### src/rtl/rr_arb_mux_if.sv
// Handshake bundle between N producer channels, the arbiter and one consumer.
// The slave modport is the arbiter's view; the master modport is the
// environment that drives the channels and consumes the output word.
interface rr_arb_mux_if #(
  parameter int W = 8,
  parameter int N = 4
);
  localparam int CW = $clog2(N);

  logic [N-1:0]   in_valid;
  logic [N*W-1:0] in_data;
  logic [N-1:0]   in_ready;
  logic           out_valid;
  logic [W-1:0]   out_data;
  logic [CW-1:0]  out_ch;
  logic           out_ready;

  modport slave (
    input  in_valid,
    input  in_data,
    output in_ready,
    output out_valid,
    output out_data,
    output out_ch,
    input  out_ready
  );

  modport master (
    output in_valid,
    output in_data,
    input  in_ready,
    input  out_valid,
    input  out_data,
    input  out_ch,
    output out_ready
  );
endinterface

### src/rtl/rr_arb_mux.sv
// N-channel arbiter feeding a single registered output word.
// mode 0 grants the lowest valid index; mode 1 scans round-robin from r_ptr.
// r_ptr always advances past the last granted channel, in both modes, so a
// switch to round-robin continues fairly from where traffic last came from.
module rr_arb_mux #(
  parameter int W = 8,
  parameter int N = 4
) (
  input  logic            clk,
  input  logic            rst_n,
  input  logic            mode,
  rr_arb_mux_if.slave     bus
);
  localparam int CW = $clog2(N);

  logic [CW-1:0] r_ptr;
  logic          r_outValid;
  logic [W-1:0]  r_outData;
  logic [CW-1:0] r_outCh;

  logic          w_loadEn;
  logic          w_anyValid;
  logic [CW-1:0] w_grantIdx;
  logic [N-1:0]  w_grant;
  logic [CW-1:0] w_ptrNext;

  // Output slot can take a new word when empty or being drained this cycle
  assign w_loadEn   = !r_outValid || bus.out_ready;
  assign w_anyValid = |bus.in_valid;

  // Pick the granted channel index; loops run backwards so the first hit in scan order wins
  always_comb begin
    int j;
    j          = 0;
    w_grantIdx = '0;
    if (!mode) begin
      for (int i = N - 1; i >= 0; i--) begin
        if (bus.in_valid[i]) begin
          w_grantIdx = CW'(i);
        end
      end
    end else begin
      for (int k = N - 1; k >= 0; k--) begin
        j = int'(r_ptr) + k;
        if (j >= N) begin
          j = j - N;
        end
        if (bus.in_valid[j]) begin
          w_grantIdx = CW'(j);
        end
      end
    end
  end

  // One-hot grant, pointer successor with wrap, and gated per-channel accept
  always_comb begin
    w_grant   = w_anyValid ? ({{(N-1){1'b0}}, 1'b1} << w_grantIdx) : '0;
    w_ptrNext = (w_grantIdx == CW'(N - 1)) ? '0 : w_grantIdx + 1'b1;
    bus.in_ready = (rst_n && w_loadEn) ? w_grant : '0;
  end

  // Output register and round-robin pointer; hold everything under backpressure
  always_ff @(posedge clk or negedge rst_n) begin
    if (!rst_n) begin
      r_outValid <= 1'b0;
      r_outData  <= '0;
      r_outCh    <= '0;
      r_ptr      <= '0;
    end else if (w_loadEn) begin
      if (w_anyValid) begin
        r_outValid <= 1'b1;
        r_outData  <= bus.in_data[int'(w_grantIdx)*W +: W];
        r_outCh    <= w_grantIdx;
        r_ptr      <= w_ptrNext;
      end else begin
        r_outValid <= 1'b0;
      end
    end
  end

  assign bus.out_valid = r_outValid;
  assign bus.out_data  = r_outData;
  assign bus.out_ch    = r_outCh;
endmodule

### src/flat_wrapper.sv
// flat-port wrapper written by rule: the top's interface ports become plain ports
module rr_arb_mux_flat 
#(
  parameter int W = 8,
  parameter int N = 4
)
  (clk, rst_n, mode, bus_in_valid, bus_in_data, bus_in_ready, bus_out_valid, bus_out_data, bus_out_ch, bus_out_ready);
  rr_arb_mux_if #(.W(W), .N(N)) bus_i ();
  input  logic clk;
  input  logic rst_n;
  input  logic mode;
  input wire logic [$bits(bus_i.in_valid)-1:0] bus_in_valid;
  input wire logic [$bits(bus_i.in_data)-1:0] bus_in_data;
  output wire logic [$bits(bus_i.in_ready)-1:0] bus_in_ready;
  output wire logic [$bits(bus_i.out_valid)-1:0] bus_out_valid;
  output wire logic [$bits(bus_i.out_data)-1:0] bus_out_data;
  output wire logic [$bits(bus_i.out_ch)-1:0] bus_out_ch;
  input wire logic [$bits(bus_i.out_ready)-1:0] bus_out_ready;
  assign bus_i.in_valid = bus_in_valid;
  assign bus_i.in_data = bus_in_data;
  assign bus_in_ready = bus_i.in_ready;
  assign bus_out_valid = bus_i.out_valid;
  assign bus_out_data = bus_i.out_data;
  assign bus_out_ch = bus_i.out_ch;
  assign bus_i.out_ready = bus_out_ready;
  rr_arb_mux #(.W(W), .N(N)) u_core (.clk(clk), .rst_n(rst_n), .mode(mode), .bus(bus_i));
endmodule
### config.mk
export PLATFORM = sky130hd
export DESIGN_NAME = rr_arb_mux_flat
export DESIGN_NICKNAME = d
export VERILOG_FILES = /design/src/rtl/rr_arb_mux_if.sv /design/src/rtl/rr_arb_mux.sv /design/src/flat_wrapper.sv
export SDC_FILE = /design/constraint.sdc
export NUM_CORES = 1
export LEC_CHECK = 0
export CAP_MARGIN = 20
export CORE_UTILIZATION = 39
export DETAILED_ROUTE_END_ITERATION = 8
export PLACE_DENSITY_LB_ADDON = 0.05
export SYNTH_ARGS = -nofsm -noshare
export SYNTH_HDL_FRONTEND = slang
export SYNTH_SLANG_ARGS = --single-unit
export TNS_END_PERCENT = 10
### constraint.sdc
create_clock -name clk -period 5.35 [get_ports clk]
set_input_delay 0.8025 -clock clk [delete_from_list [all_inputs] [get_ports clk]]
set_output_delay 0.8025 -clock clk [all_outputs]
set_load 0.01 [all_outputs]
==> results.json, run 1 <==
{
  "synth_compound_area_share_pct": 17.4,
  "post-cts-setup-buffers": 0,
  "cts_buffers": 3,
  "seq_area_um2": 325,
  "hold_path_class": "reg2reg",
  "dp_cells": 172,
  "tightest_slew_ps": 673,
  "grt_util_all_layers_pct": 20.0,
  "start_util_pct": 40.9,
  "cts_tree": "built",
  "grt_pass1_wl_mm": 3.83,
  "critical_path.max_fanout": 8,
  "worstSetupStartpointType": "input port",
  "cpMaxStageDelayCell": "clkdlybuf4s50_1",
  "fin_worst_skew_ps": 3.35,
  "diodes": 0,
  "die_h_um": 50.0,
  "p_leak_nw": 0.625,
  "synth_common_cells": "nand2_1 (16), mux2i_1 (15), dfrtp_1 (13), nor2_1 (8), o221ai_1 (7)",
  "max_stage_delay_ps": 620,
  "worst-endpoint-required_ps": 4550,
  "synthArstFlopShare_pct": 100,
  "synth_top_family_by_area": "simple AND/OR/NAND/NOR gates",
  "route.detailed.drc": 0,
  "antenna_left": 0,
  "fillers": 188,
  "yosys.area_share.adder_pct": 1.39,
  "gp_congestion": 0.714,
  "place_hpwl_mm": 1.89,
  "final-instance-count-excl-fill": 176,
  "vias": 943,
  "routed_via_density": 5.36,
  "yosysWarnings": 0,
  "rr_worst_depth": 6,
  "cp.depth": 8,
  "hold_depth": 2,
  "grt_max_degree": 17,
  "final_hold_viol_count": 0,
  "synthSimpleGateAreaFrac_pct": 23.8,
  "ioPinCount": 55,
  "muxShareOfSynthArea_pct": 16.7,
  "synth_area_leaders": "dfrtp_1 (36%), mux2i_1 (17%), o221ai_1 (6.8%), nand2_1 (6.7%), nor2_1 (3.3%)",
  "syn_nets": 133,
  "wl_per_cell_um": 13.8,
  "irDropWorstVdd_mv": 0.190,
  "maxSlewHeadroom_pct": 54.9,
  "port_buffers": 54,
  "clock_sinks": 13,
  "drtIter0Drc": 15,
  "synth_most_common_cell": "nand2_1",
  "first_pass_iters": 4,
  "totalPowerFinal_w": 0.000381,
  "critical_path.top_delay_family": "buffers and inverters",
  "totalWireLength_mm": 2.42,
  "drive_above_1_share_pct": 8.11,
  "path_class": "in2out",
  "synth_area_um2": 897,
  "synth_flop_cell": "dfrtp_1",
  "power.density_nw_per_um2": 257,
  "slew_violations": 0,
  "outcome": "finished clean",
  "cp_common_cell": "clkdlybuf4s50_1",
  "crit_path_end_kind": "output port",
  "cts_buffer_depth": 2,
  "synth_top_area_cell": "dfrtp_1",
  "syn_inst": 92,
  "netlist.area_leader.share_pct": 36.3,
  "synth_edf_count": 0,
  "multiInputGateArea_um2": 539,
  "htree_levels": 1,
  "clk_pin_slew_ps": 80,
  "netlist-cell-type-count": 29,
  "fin_crit_ps": 4030,
  "synth-seq-cells": 13,
  "syn_to_final_growth_pct": 65.3,
  "clock.fmax_mhz": 248,
  "path_buf_inv": 3,
  "ys_seq_area_share_pct": 36.3,
  "synth_xor_xnor_area_share_pct": 0,
  "rsz0062_at_grt": "false",
  "num_rows": 17,
  "grt_antenna_before_repair": 0,
  "setup_violations": 0,
  "hold_buffers": 0,
  "clk_latency_ps": 270,
  "maxCapViolCount": 0,
  "fin_crit_sh_pct": 75.3,
  "die_area_um2": 2500,
  "fin_nets": 190,
  "coreArea_um2": 2190,
  "cp_cell_sequence": "clkdlybuf4s50_1 > nor2b_1 > o21ai_0 > nor3_4 > clkinv_2 > ha_1 > and3_1 > clkdlybuf4s50_1",
  "cts_root_buf": "clkbuf_4",
  "grt_pass1_vias": 847,
  "syn_avg_cell_area_um2": 9.75,
  "grt-ovfl-total": 0,
  "fin_hold_ws_ps": 488,
  "setup_tns_ps": 0,
  "cp.arrival_ps": 3230,
  "post_cts_resized": 0,
  "floorplan.die.width_um": 50.0
}
==> path summary, 6_finish.rpt <==
path                                                    start                                 end  slack [ps]
setup / recovery                              bus_in_valid[2]                     bus_in_ready[3]        1320
hold / removal             u_core.bus.out_data[1]$_DFFE_PN0P_  u_core.bus.out_data[1]$_DFFE_PN0P_         490
setup reg to reg                  u_core.r_ptr[1]$_DFFE_PN0P_  u_core.bus.out_data[4]$_DFFE_PN0P_        3330
hold reg to reg            u_core.bus.out_data[1]$_DFFE_PN0P_  u_core.bus.out_data[1]$_DFFE_PN0P_         490
max in group asynchronous                               rst_n  u_core.bus.out_data[7]$_DFFE_PN0P_        3990
min in group asynchronous                               rst_n    u_core.bus.out_valid$_DFFE_PN0N_         930
==> layout make-up <==
| type | instances | area share, % |
|---|---|---|
| timing repair buffer | 55 | 37.0 |
| clock buffer | 4 | 1.77 |
| inverter | 2 | 0.591 |
| tap | 28 | 2.36 |
| multi-input combinational | 74 | 36.4 |
| sequential | 13 | 21.9 |
==> state kept, by name, indices dropped and copies added, names as in the netlist <==
signal / cells
u_core.bus.out_ch: 2
u_core.bus.out_data: 8
u_core.bus.out_valid: 1
u_core.r_ptr: 2
==> worst register-to-register path: cells and delay by family (launching register included) <==
family | cells | cell delay (ps)
flops | 1 | 440
simple gates | 2 | 560
buf+inv | 1 | 310
compound gates | 2 | 290
mux | 1 | 280
==> layer usage <==
layer	track usage [%]	wire (um)	vias to the layer above
li1	-	-	461
met1	27.2	1120	442
met2	32.4	1130	35
met3	2.47	141	5
met4	6.67	32	0
met5	0	0	-
==> metrics by stage <==
stage                     cell area (um^2)  util, %  worst slack [ps]
after global routing                  1480     67.7              1170
after global placement                1460     66.5              1390
after CTS                             1480     67.7              1300
final                                 1480     67.7              1320
after floorplan                        897        -              2630
after detailed placement              1460     66.5              1330
==> cells by family after synthesis <==
group           Yosys count
simple gates             41
compound gates           17
mux                      15
flops                    13
buf+inv                   5
fa+ha+maj                 1
==> power by group <==
group	switching (W)	internal (W)
sequential	0.0000164	0.000121
clock	0.0000324	0.0000289
combinational	0.0000790	0.000103
==> layout by cell type (no fill, tap or decap), types with 3 or more instances in the layout <==
cell type / n
mux2i_1: 15
clkdlybuf4s50_1: 54
o221ai_1: 7
clkbuf_4: 3
dfrtp_1: 13
nand2_1: 16
nand2b_1: 3
a21oi_1: 3
nor2_1: 8
No activity file was read; power rests on OpenSTA's default activity.
==> run 2, diff against run 1 <==
--- a/config.mk
+++ b/config.mk
@@ -6,7 +6,7 @@
 export NUM_CORES = 1
 export LEC_CHECK = 0
 export CAP_MARGIN = 20
-export CORE_UTILIZATION = 39
+export CORE_UTILIZATION = 33
 export DETAILED_ROUTE_END_ITERATION = 8
 export PLACE_DENSITY_LB_ADDON = 0.05
 export SYNTH_ARGS = -nofsm -noshare
==> constraint.sdc (replaced) <==
create_clock -name clk -period 3.7 [get_ports clk]
set_input_delay 0.555 -clock clk [delete_from_list [all_inputs] [get_ports clk]]
set_output_delay 0.555 -clock clk [all_outputs]
set_load 0.01 [all_outputs]
==> run 2 against run 1 <==
Global-route usage shrank 2.8 points. Via count down 1.8%. Register-to-register slack worse by 1500 ps. Non-clock buffer count up 2. First-iteration DRC count shrank 47%. Utilization shrank 8.2 points. Combinational power rose by 47%. Routed wire length fell by 0.25%. Sequential share of layout area is 0.26 points lower. Total power rose by 45%. Critical path type unchanged. Critical endpoint unchanged. Largest cell class unchanged. Largest power group unchanged.
==> results.json, run 2 (same netlist as run 1, synthesis figures left out) <==
{
  "final_hold_viol_count": 0,
  "crit_path_end_kind": "output port",
  "post-cts-setup-buffers": 0,
  "clkPwrFrac_pct": 15.5,
  "grt_util_all_layers_pct": 17.2,
  "coreArea_um2": 2520,
  "p_switching_w": 0.000182,
  "fin_crit_sh_pct": 87.9,
  "hold_buffers": 0,
  "r2r_start": "u_core.bus.out_valid$_DFFE_PN0N_",
  "die_h_um": 54.1,
  "place_hpwl_mm": 1.90,
  "switching_share_pct": 33.0,
  "topRoutingLayerUsed": "met4",
  "critical_path.max_fanout": 6,
  "antenna_left": 0,
  "seq_power_share_pct": 35.9,
  "worst-endpoint-required_ps": 3140,
  "grt_pass1_wl_mm": 3.54,
  "dp_cells": 176,
  "rrSetupSlack_ps": 1880,
  "drtIter0Drc": 8,
  "worstSetupStartpointType": "input port",
  "power.density_nw_per_um2": 368,
  "fin_worst_skew_ps": 3.93,
  "rsz0062_at_grt": "false",
  "floorplan.die.width_um": 54.1,
  "vias": 926,
  "fillers": 254,
  "routed_via_density": 5.14,
  "outcome": "finished clean",
  "setup_violations": 0,
  "wl_per_cell_um": 13.4,
  "cts_root_buf": "clkbuf_4",
  "start_util_pct": 35.6,
  "wl_met1_mm": 1.03,
  "fin_hold_ws_ps": 490,
  "first_pass_iters": 4,
  "intPower_w": 0.000370,
  "die_area_um2": 2930,
  "grt_pass1_vias": 823,
  "clk_latency_ps": 270,
  "cts_buffers": 3,
  "route.detailed.drc": 0,
  "maxSlewHeadroom_pct": 55.8,
  "maxCapViolCount": 0,
  "cts_buffer_depth": 2,
  "hold_path_class": "reg2reg",
  "totalPowerFinal_w": 0.000552,
  "diodes": 0,
  "wl_met2_mm": 1.19,
  "met3_length_um": 171,
  "gp_congestion": 0.775,
  "p_leak_nw": 0.634,
  "p_comb_share_pct": 48.6,
  "largest_reg_flops": 8,
  "irDropWorstVdd_mv": 0.282,
  "crit_start": "bus_in_valid[2]",
  "clock.fmax_mhz": 307,
  "port_buffers": 54,
  "num_rows": 18,
  "clock_sinks": 13,
  "crit_path_end": "bus_in_ready[3]",
  "htree_levels": 1,
  "rr_worst_depth": 5,
  "setup_tns_ps": 0,
  "final_cell_mix": "clkdlybuf4s50_1 (54), nand2_1 (16), mux2i_1 (15)",
  "final-instance-count-excl-fill": 180,
  "ioPinCount": 55,
  "post_cts_resized": 0,
  "syn_to_final_growth_pct": 67.2,
  "grt-ovfl-total": 0,
  "path_class": "in2out",
  "grt_antenna_before_repair": 0,
  "fin_crit_ps": 3250,
  "layout_commonest_cell": "clkdlybuf4s50_1",
  "worstReg2RegEnd": "u_core.bus.out_data[4]$_DFFE_PN0P_",
  "grt_max_degree": 14,
  "cp.arrival_ps": 2700,
  "tightest_slew_ps": 659,
  "cts_tree": "built",
  "drive_above_1_share_pct": 9.33,
  "clk_pin_slew_ps": 80,
  "fin_nets": 192,
  "slew_violations": 0,
  "totalWireLength_mm": 2.41
}
run 2: changes by cell type in the layout (fill, tap and decap cells not counted):
cell | previous run | this run
buf_4 | 1 | 3
run 2: layer usage:
metal | vias to the layer above | track usage, %
met5 | - | 0
met3 | 4 | 4.24
li1 | 461 | -
met4 | 0 | 6.41
met2 | 33 | 28.7
met1 | 428 | 21.0
run 2: cell type report:
type | count | area, um^2 | area share (%)
well taps | 30 | 37.5 | 2.50
inverters | 2 | 8.76 | 0.584
repair buffers | 57 | 563 | 37.5
multi-input cells | 74 | 539 | 35.9
clock buffers | 4 | 26.3 | 1.75
flip-flops and latches | 13 | 325 | 21.7
run 2: how the worst min path moves through the flow:
stage / start / end / slack (ps) / depth (start not counted)
final: u_core.bus.out_ch[1]$_DFFE_PN0P_ / u_core.bus.out_ch[1]$_DFFE_PN0P_ / 490 / 2
after global routing: u_core.bus.out_data[2]$_DFFE_PN0P_ / u_core.bus.out_data[2]$_DFFE_PN0P_ / 530 / 2
after CTS: u_core.bus.out_data[1]$_DFFE_PN0P_ / u_core.bus.out_data[1]$_DFFE_PN0P_ / 490 / 2
after detailed placement: u_core.bus.out_data[1]$_DFFE_PN0P_ / u_core.bus.out_data[1]$_DFFE_PN0P_ / 470 / 2
after global placement: u_core.bus.out_ch[1]$_DFFE_PN0P_ / u_core.bus.out_ch[1]$_DFFE_PN0P_ / 460 / 2
after floorplan: rst_n / u_core.bus.out_ch[0]$_DFFE_PN0P_ / 260 / 0
run 2: per-stage QoR:
| stage | worst slack, ps | utilization (%) | instance area [um^2] |
|---|---|---|---|
| 2_1_floorplan | 1470 | - | 897 |
| 3_3_place_gp | 475 | 58.4 | 1470 |
| 3_5_place_dp | 431 | 58.4 | 1470 |
| 4_1_cts | 430 | 59.5 | 1500 |
| 5_1_grt | 335 | 59.5 | 1500 |
| 6_report | 447 | 59.5 | 1500 |
run 2: power groups by stage:
stage	logic [W]	registers, W	clock network (W)
3_3_place_gp	0.000268	0.000199	0
3_5_place_dp	0.000271	0.000200	0
4_1_cts	0.000272	0.000198	0.0000883
6_report	0.000268	0.000198	0.0000855
5_1_grt	0.000292	0.000203	0.0000987
2_1_floorplan	0.000130	0.000210	0
run 2: worst max-delay path, stage by stage:
cell,delay (ps)
clkdlybuf4s50_1,520
and3_4,240
a2111oi_4,390
nor3_4,70
clkinv_2,90
ha_1,160
and3_1,150
clkdlybuf4s50_1,530
==> run 3, diff against run 2 <==
--- a/config.mk
+++ b/config.mk
@@ -9,6 +9,7 @@
 export CORE_UTILIZATION = 33
 export DETAILED_ROUTE_END_ITERATION = 8
 export PLACE_DENSITY_LB_ADDON = 0.05
+export SETUP_SLACK_MARGIN = 0.1
 export SYNTH_ARGS = -nofsm -noshare
 export SYNTH_HDL_FRONTEND = slang
 export SYNTH_SLANG_ARGS = --single-unit
==> results of run 3 <==
Same layout as run 2: the final DEF is identical, and so are final timing and power.
